--- src/rtl/mesh_pkg.sv ---
// Shared definitions for the MAC mesh and its result-side drain:
// default geometry, drain FSM states and the flat-bus lane slicing helper.
package mesh_pkg;

    localparam int OUT_BIT_D = 20;
    localparam int RES_BIT_D = 8;
    localparam int MESH_X_D  = 4;
    localparam int MESH_Y_D  = 4;

    typedef enum logic [0:0] {
        IDLE = 1'b0,
        SEND = 1'b1
    } drain_state_e;

    // Low bit of lane 'lane' on a flat bus packed lane 0 at the LSBs.
    function automatic int lane_lo(input int lane, input int width);
        return lane * width;
    endfunction

endpackage

--- src/rtl/mesh_requant.sv ---
// Requantizes one signed accumulator value: arithmetic right shift with
// round-half-up, then signed saturation to RES_BIT.
module mesh_requant #(
    parameter int OUT_BIT = 20,
    parameter int RES_BIT = 8,
    parameter int SH_W    = 5
) (
    input  logic signed [OUT_BIT-1:0] i_x,
    input  logic        [SH_W-1:0]    i_shift,
    output logic signed [RES_BIT-1:0] o_y
);

    // One guard bit so that adding the rounding bias can never wrap.
    localparam logic signed [OUT_BIT:0] SAT_MAX = (OUT_BIT+1)'((2 ** (RES_BIT-1)) - 1);
    localparam logic signed [OUT_BIT:0] SAT_MIN = (OUT_BIT+1)'(-(2 ** (RES_BIT-1)));

    logic signed [OUT_BIT:0] w_ext;
    logic signed [OUT_BIT:0] w_bias;
    logic signed [OUT_BIT:0] w_sum;
    logic signed [OUT_BIT:0] w_shr;

    // Round, shift and clamp the selected lane.
    always_comb begin
        w_ext = {i_x[OUT_BIT-1], i_x};
        if (i_shift == SH_W'(0)) begin
            w_bias = (OUT_BIT+1)'(0);
        end else begin
            w_bias = (OUT_BIT+1)'(1) << (i_shift - SH_W'(1));
        end
        w_sum = w_ext + w_bias;
        w_shr = w_sum >>> i_shift;
        if (w_shr > SAT_MAX) begin
            o_y = SAT_MAX[RES_BIT-1:0];
        end else if (w_shr < SAT_MIN) begin
            o_y = SAT_MIN[RES_BIT-1:0];
        end else begin
            o_y = w_shr[RES_BIT-1:0];
        end
    end

endmodule

--- src/rtl/mesh_drain.sv ---
// Snapshots every mesh accumulator on a capture strobe and streams the
// requantized lanes out one per cycle over a valid/ready handshake.
module mesh_drain
    import mesh_pkg::*;
#(
    parameter int OUT_BIT = OUT_BIT_D,
    parameter int RES_BIT = RES_BIT_D,
    parameter int MESH_X  = MESH_X_D,
    parameter int MESH_Y  = MESH_Y_D,
    localparam int N      = MESH_X * MESH_Y,
    localparam int SH_W   = $clog2(OUT_BIT),
    localparam int IDX_W  = $clog2(N)
) (
    input  logic                   clk,
    input  logic                   rst,
    input  logic                   capture,
    input  logic [N*OUT_BIT-1:0]   acc_in,
    input  logic [SH_W-1:0]        shift,
    output logic                   m_valid,
    input  logic                   m_ready,
    output logic [RES_BIT-1:0]     m_data,
    output logic [IDX_W-1:0]       m_idx,
    output logic                   m_last,
    output logic                   busy,
    output logic                   overrun
);

    drain_state_e              r_state;
    drain_state_e              w_state_nxt;
    logic [IDX_W-1:0]          r_idx;
    logic [IDX_W-1:0]          w_idx_nxt;
    logic [OUT_BIT-1:0]        r_snap [N];
    logic [SH_W-1:0]           r_shift;
    logic                      r_overrun;
    logic                      w_overrun_nxt;
    logic                      w_load;
    logic                      w_send;
    logic                      w_hs;
    logic                      w_last_lane;
    logic signed [RES_BIT-1:0] w_req;

    assign w_send      = (r_state == SEND);
    assign w_hs        = w_send & m_ready;
    assign w_last_lane = (r_idx == IDX_W'(N - 1));

    // Next-state, lane index and overrun decision.
    always_comb begin
        w_state_nxt   = r_state;
        w_idx_nxt     = r_idx;
        w_load        = 1'b0;
        w_overrun_nxt = 1'b0;
        case (r_state)
            IDLE: begin
                if (capture) begin
                    w_load      = 1'b1;
                    w_idx_nxt   = IDX_W'(0);
                    w_state_nxt = SEND;
                end else begin
                    w_state_nxt = IDLE;
                end
            end
            SEND: begin
                if (w_hs && w_last_lane) begin
                    // A capture landing on the final handshake chains straight on.
                    w_idx_nxt = IDX_W'(0);
                    if (capture) begin
                        w_load      = 1'b1;
                        w_state_nxt = SEND;
                    end else begin
                        w_state_nxt = IDLE;
                    end
                end else begin
                    if (w_hs) begin
                        w_idx_nxt = r_idx + IDX_W'(1);
                    end else begin
                        w_idx_nxt = r_idx;
                    end
                    w_overrun_nxt = capture;
                end
            end
            default: begin
                w_state_nxt = IDLE;
                w_idx_nxt   = IDX_W'(0);
            end
        endcase
    end

    // State, index, snapshot and overrun registers.
    always_ff @(posedge clk) begin
        if (rst) begin
            r_state   <= IDLE;
            r_idx     <= IDX_W'(0);
            r_shift   <= SH_W'(0);
            r_overrun <= 1'b0;
            for (int i = 0; i < N; i++) begin
                r_snap[i] <= OUT_BIT'(0);
            end
        end else begin
            r_state   <= w_state_nxt;
            r_idx     <= w_idx_nxt;
            r_overrun <= w_overrun_nxt;
            if (w_load) begin
                r_shift <= shift;
                for (int i = 0; i < N; i++) begin
                    r_snap[i] <= acc_in[lane_lo(i, OUT_BIT) +: OUT_BIT];
                end
            end
        end
    end

    mesh_requant #(
        .OUT_BIT (OUT_BIT),
        .RES_BIT (RES_BIT),
        .SH_W    (SH_W)
    ) u_requant (
        .i_x     (r_snap[r_idx]),
        .i_shift (r_shift),
        .o_y     (w_req)
    );

    assign m_valid = w_send;
    assign busy    = w_send;
    assign overrun = r_overrun;
    assign m_data  = w_send ? w_req : RES_BIT'(0);
    assign m_idx   = w_send ? r_idx : IDX_W'(0);
    assign m_last  = w_send & w_last_lane;

endmodule

--- config.mk ---
export PLATFORM = sky130hd
export DESIGN_NAME = mesh_drain
export DESIGN_NICKNAME = d
export VERILOG_FILES = /design/src/rtl/mesh_pkg.sv /design/src/rtl/mesh_requant.sv /design/src/rtl/mesh_drain.sv
export SDC_FILE = /design/constraint.sdc
export NUM_CORES = 1
export LEC_CHECK = 0
export CORE_ASPECT_RATIO = 0.9
export CORE_MARGIN = 1
export CORE_UTILIZATION = 48
export DETAILED_ROUTE_END_ITERATION = 16
export GPL_ROUTABILITY_DRIVEN = 0
export MAX_ROUTING_LAYER = met4
export PLACE_DENSITY = 0.81
export SYNTH_ARGS = -nofsm -noshare
export SYNTH_HDL_FRONTEND = slang
export SYNTH_SLANG_ARGS = --single-unit
--- constraint.sdc ---
create_clock -name clk -period 8.3 [get_ports clk]
set_input_delay 0.83 -clock clk [delete_from_list [all_inputs] [get_ports clk]]
set_output_delay 0.83 -clock clk [all_outputs]
set_load 0.02 [all_outputs]
==> results by group <==
Run status
  – Outcome: finished clean

Detailed routing
  – DR iter-0 viols: 1673
  – M1 WL: 19500 µm
  – DRC viols: 0
  – Vias: 12.4k
  – Met2 routed WL: 23900 µm
  – Final wirelength: about 50000 µm
  – Metal3 WL: 4610 µm
  – DRT antenna net count: 0
  – Vias per inst: 5.84
  – DR pass1 iterations: 12
  – Wire per inst: 23.5 µm
  – Highest routed layer: met4

Synthesis
  – Register bit total from synthesis: 335
  – Yosys synthesis warning count: 0
  – Netlist Area Pre-Place: 17500 µm²
  – Largest family of logic cells by synthesized area: simple AND/OR/NAND/NOR gates
  – Area contributors post-synth: edfxtp_1, mux4_2, and2_1
  – Area share of and/or/nand/nor cells after synthesis: 0.168
  – Synth area leader: edfxtp_1
  – Synth Instances: 1305
  – Syn_area_per_cell: between 10 and 15 µm²
  – XOR/XNOR Fraction of Synth Area: 0.00749
  – Async set-or-reset flop fraction in the synthesized netlist: 0
  – Post-synthesis sequential area ratio: 0.565
  – Yosys top cell area share: 0.548
  – Mux contribution to synthesized area: 0.148
  – Synth cell count leaders: edfxtp_1, and2_1, nor2b_1
  – Compound-Gate Fraction of Synth Area: 0.0681
  – Prevailing post-synth register cell: edfxtp_1
  – Synth cell types: between 70 and 80
  – Syn_nets: 1656
  – EDFF count, synth: 320
  – Share of synthesized cell area in full adder, half adder and majority cells: 0.0161
  – Most numerous cell in the Yosys netlist: edfxtp_1

Worst hold path
  – Hold WC Path Type: reg -> reg

STA
  – Slew HR: 0.295
  – Post-layout min period: 7.93 ns
  – Final setup fails: 0
  – Crit share post-route: 0.955
  – Clock skew: 0.0131 ns
  – Final Hold Viols: 0
  – Worst-Margin Slew: approximately 1.1 ns
  – Total negative slack: 0 ns
  – RSZ-0062 raised after global routing: false
  – Final hold slack: 0.562 ns
  – Slew Viols, Final: 0
  – Achievable Freq: 126 MHz

Global route
  – First-pass GRT wire length: 73500 µm
  – Total gr overflow: 0
  – Vias in the first global route: 12.1k
  – Antenna violations before repair: 7
  – Largest net degree at the start of global routing: 199
  – Tot GR Track Use: 0.275

Finish
  – Final core occ: 0.626
  – Fillcell total: 2636
  – Layout cell share with drive strength beyond 1: 0.121
  – Multi-input logic area: 7160 µm²
  – Finished Cell Area: roughly 23000 µm²
  – Fin nets: 1966
  – Storage element area: between 9000 and 10000 µm²
  – Layout area overhead: 28.9%

Critical path
  – WS Path Type: reg -> out
  – Top cell family by delay on the critical path: compound AO/OA/AOI/OAI gates
  – Max incr delay on CP: 0.65 ns
  – Worst EP arrival: just over 7 ns
  – Endpoint class of the critical path: output pin
  – CP bufs+invs: 2
  – Worst path required time: 7.47 ns
  – Crit path launch type: flop
  – Largest fanout on the critical path: 25
  – Worst-path cell chain: nor2_1, nand2_1, nor2_1, ha_1, inv_1, fa_1, nand2b_1, a21o_1, a21oi_1, nor4_1, o31ai_2, nand2_1, a2111oi_2, a311oi_2, a211oi_1, a31oi_2, o31ai_1, clkdlybuf4s50_1
  – CP max stage cell: clkdlybuf4s50_1

Clock network
  – Clock Tree Buf Depth: 3
  – Clk sinks: 335
  – Hold buffer count at CTS: 0
  – Worst skew pair latency: around 0.53 ns
  – Clk slew on worst S/H paths: around 0.06 ns
  – Clock Root Buffer: clkbuf_16
  – H-tree levels: 2
  – CTS tree: yes
  – CTS buffer count: 37

Power
  – Sw frac: 0.241
  – Peak VDD IR: 0.135 mV
  – Net Switching: 0.00103 W
  – Power density cells: around 190 nW/µm²
  – Clock power share: 0.367
  – P_int: 0.00324 W
  – P_leak: 8.20 nW
  – Seq pwr share: 0.479
  – Tot Pwr: 0.00427 W
  – Combinational share of power: 0.154

Floorplan
  – Core region area: 36100 µm²
  – Die width: 203 µm
  – FP Rows: 66
  – Boundary pin count: 345
  – Initial Util: 0.486
  – Die H: 183 µm
  – Die area: 37300 µm²

Place
  – Post-DP HPWL: ~37000 µm
  – # port buffers: 344
  – Area after DPL: between 20000 and 25000 µm²

Run
  – MaxCap Viol Count: 0
tightest hold or removal path, cell delays in order (launching register included):
cell and delay, ns:
dfxtp_1 0.33, a21oi_1 0.12, nor2_1 0.06
state kept, by name (all words and copies together), names as in the netlist, named ones only:
register and count:
busy 1, overrun 1, r_idx 4, r_shift 5, r_snap 320
what timing repair did:
item | in CTS | in global routing
setup endpoints to repair | 0 | 7
resized for setup | 0 | 1
buffers inserted | 0 | 1
hold endpoints to repair | 0 | 0
final timing paths:
kind	startpoint	to	slack [ns]	cells past startpoint
hold / removal	r_idx[3]	flop	0.56	2
hold reg to reg	r_idx[3]	flop	0.56	2
setup reg to reg	r_idx[0]	r_snap[6][10]	4.73	7
setup / recovery	r_shift[2]	m_data[2]	0.37	18
cell type report:
cell class	count	share of cell area
Clock buffer	49	0.0439
Sequential cell	335	0.439
Antenna cell	7	0.000775
Inverter	17	0.00299
Timing Repair Buffer	368	0.163
Multi-Input combinational cell	856	0.317
Tap cell	476	0.0264
Clock inverter	17	0.00725
cell usage in the layout, fill, tap and decap left out, types with 6 or more instances in the layout:
cell type and instances:
a211oi_1 15, a21o_1 8, a21oi_1 42, and2_1 207, buf_4 20, clkbuf_1 11, clkbuf_16 38, clkdlybuf4s50_1 343
clkinv_1 8, dfxtp_1 13, diode_2 7, edfxtp_1 320, ha_1 21, inv_1 14, mux2i_1 21, mux4_2 103
nand2_1 68, nand2b_1 6, nand3_1 11, nor2_1 56, nor2b_1 120, nor3_1 21, nor4_1 7, o211ai_1 7
o21ai_0 25, o31ai_1 6, xor2_1 11
power by group through the flow:
| stage | Sequential (W) | Clock (W) | Combinational, W |
|---|---|---|---|
| floorplan | 0.00206 | 0 | 0.000357 |
| global placement | 0.00207 | 0 | 0.000638 |
| detailed placement | 0.00208 | 0 | 0.000645 |
| CTS | 0.00205 | 0.00158 | 0.000648 |
| global route | 0.00205 | 0.00165 | 0.000697 |
| finish | 0.00205 | 0.00157 | 0.000658 |
logic make-up (layout without fill, tap and decap cells):
| group | after synthesis | in the layout |
|---|---|---|
| and+or+nand+nor | 521 | 521 |
| DFF | 335 | 335 |
| AOI/OAI and AO/OA | 169 | 169 |
| muxes | 129 | 129 |
| buffers and inverters | 114 | 451 |
| adders and majority gates | 22 | 22 |
| xor gates and xnor gates | 15 | 15 |
| other | 0 | 7 |
per-stage QoR:
step	cells	worst slack [ns]
after floorplan	1305	1.37
after global placement	2051	1.06
after detailed placement	2051	0.817
after CTS	2117	0.259
after global routing	2125	0.000213
final	2125	0.373
metal layers:
| metal | vias up | track usage |
|---|---|---|
| li1 | 5538 | - |
| met1 | 6006 | 0.357 |
| met2 | 742 | 0.431 |
| met3 | 132 | 0.0563 |
| met4 | 0 | 0.0956 |
| met5 | - | - |
(Power assumes the default switching activity.)
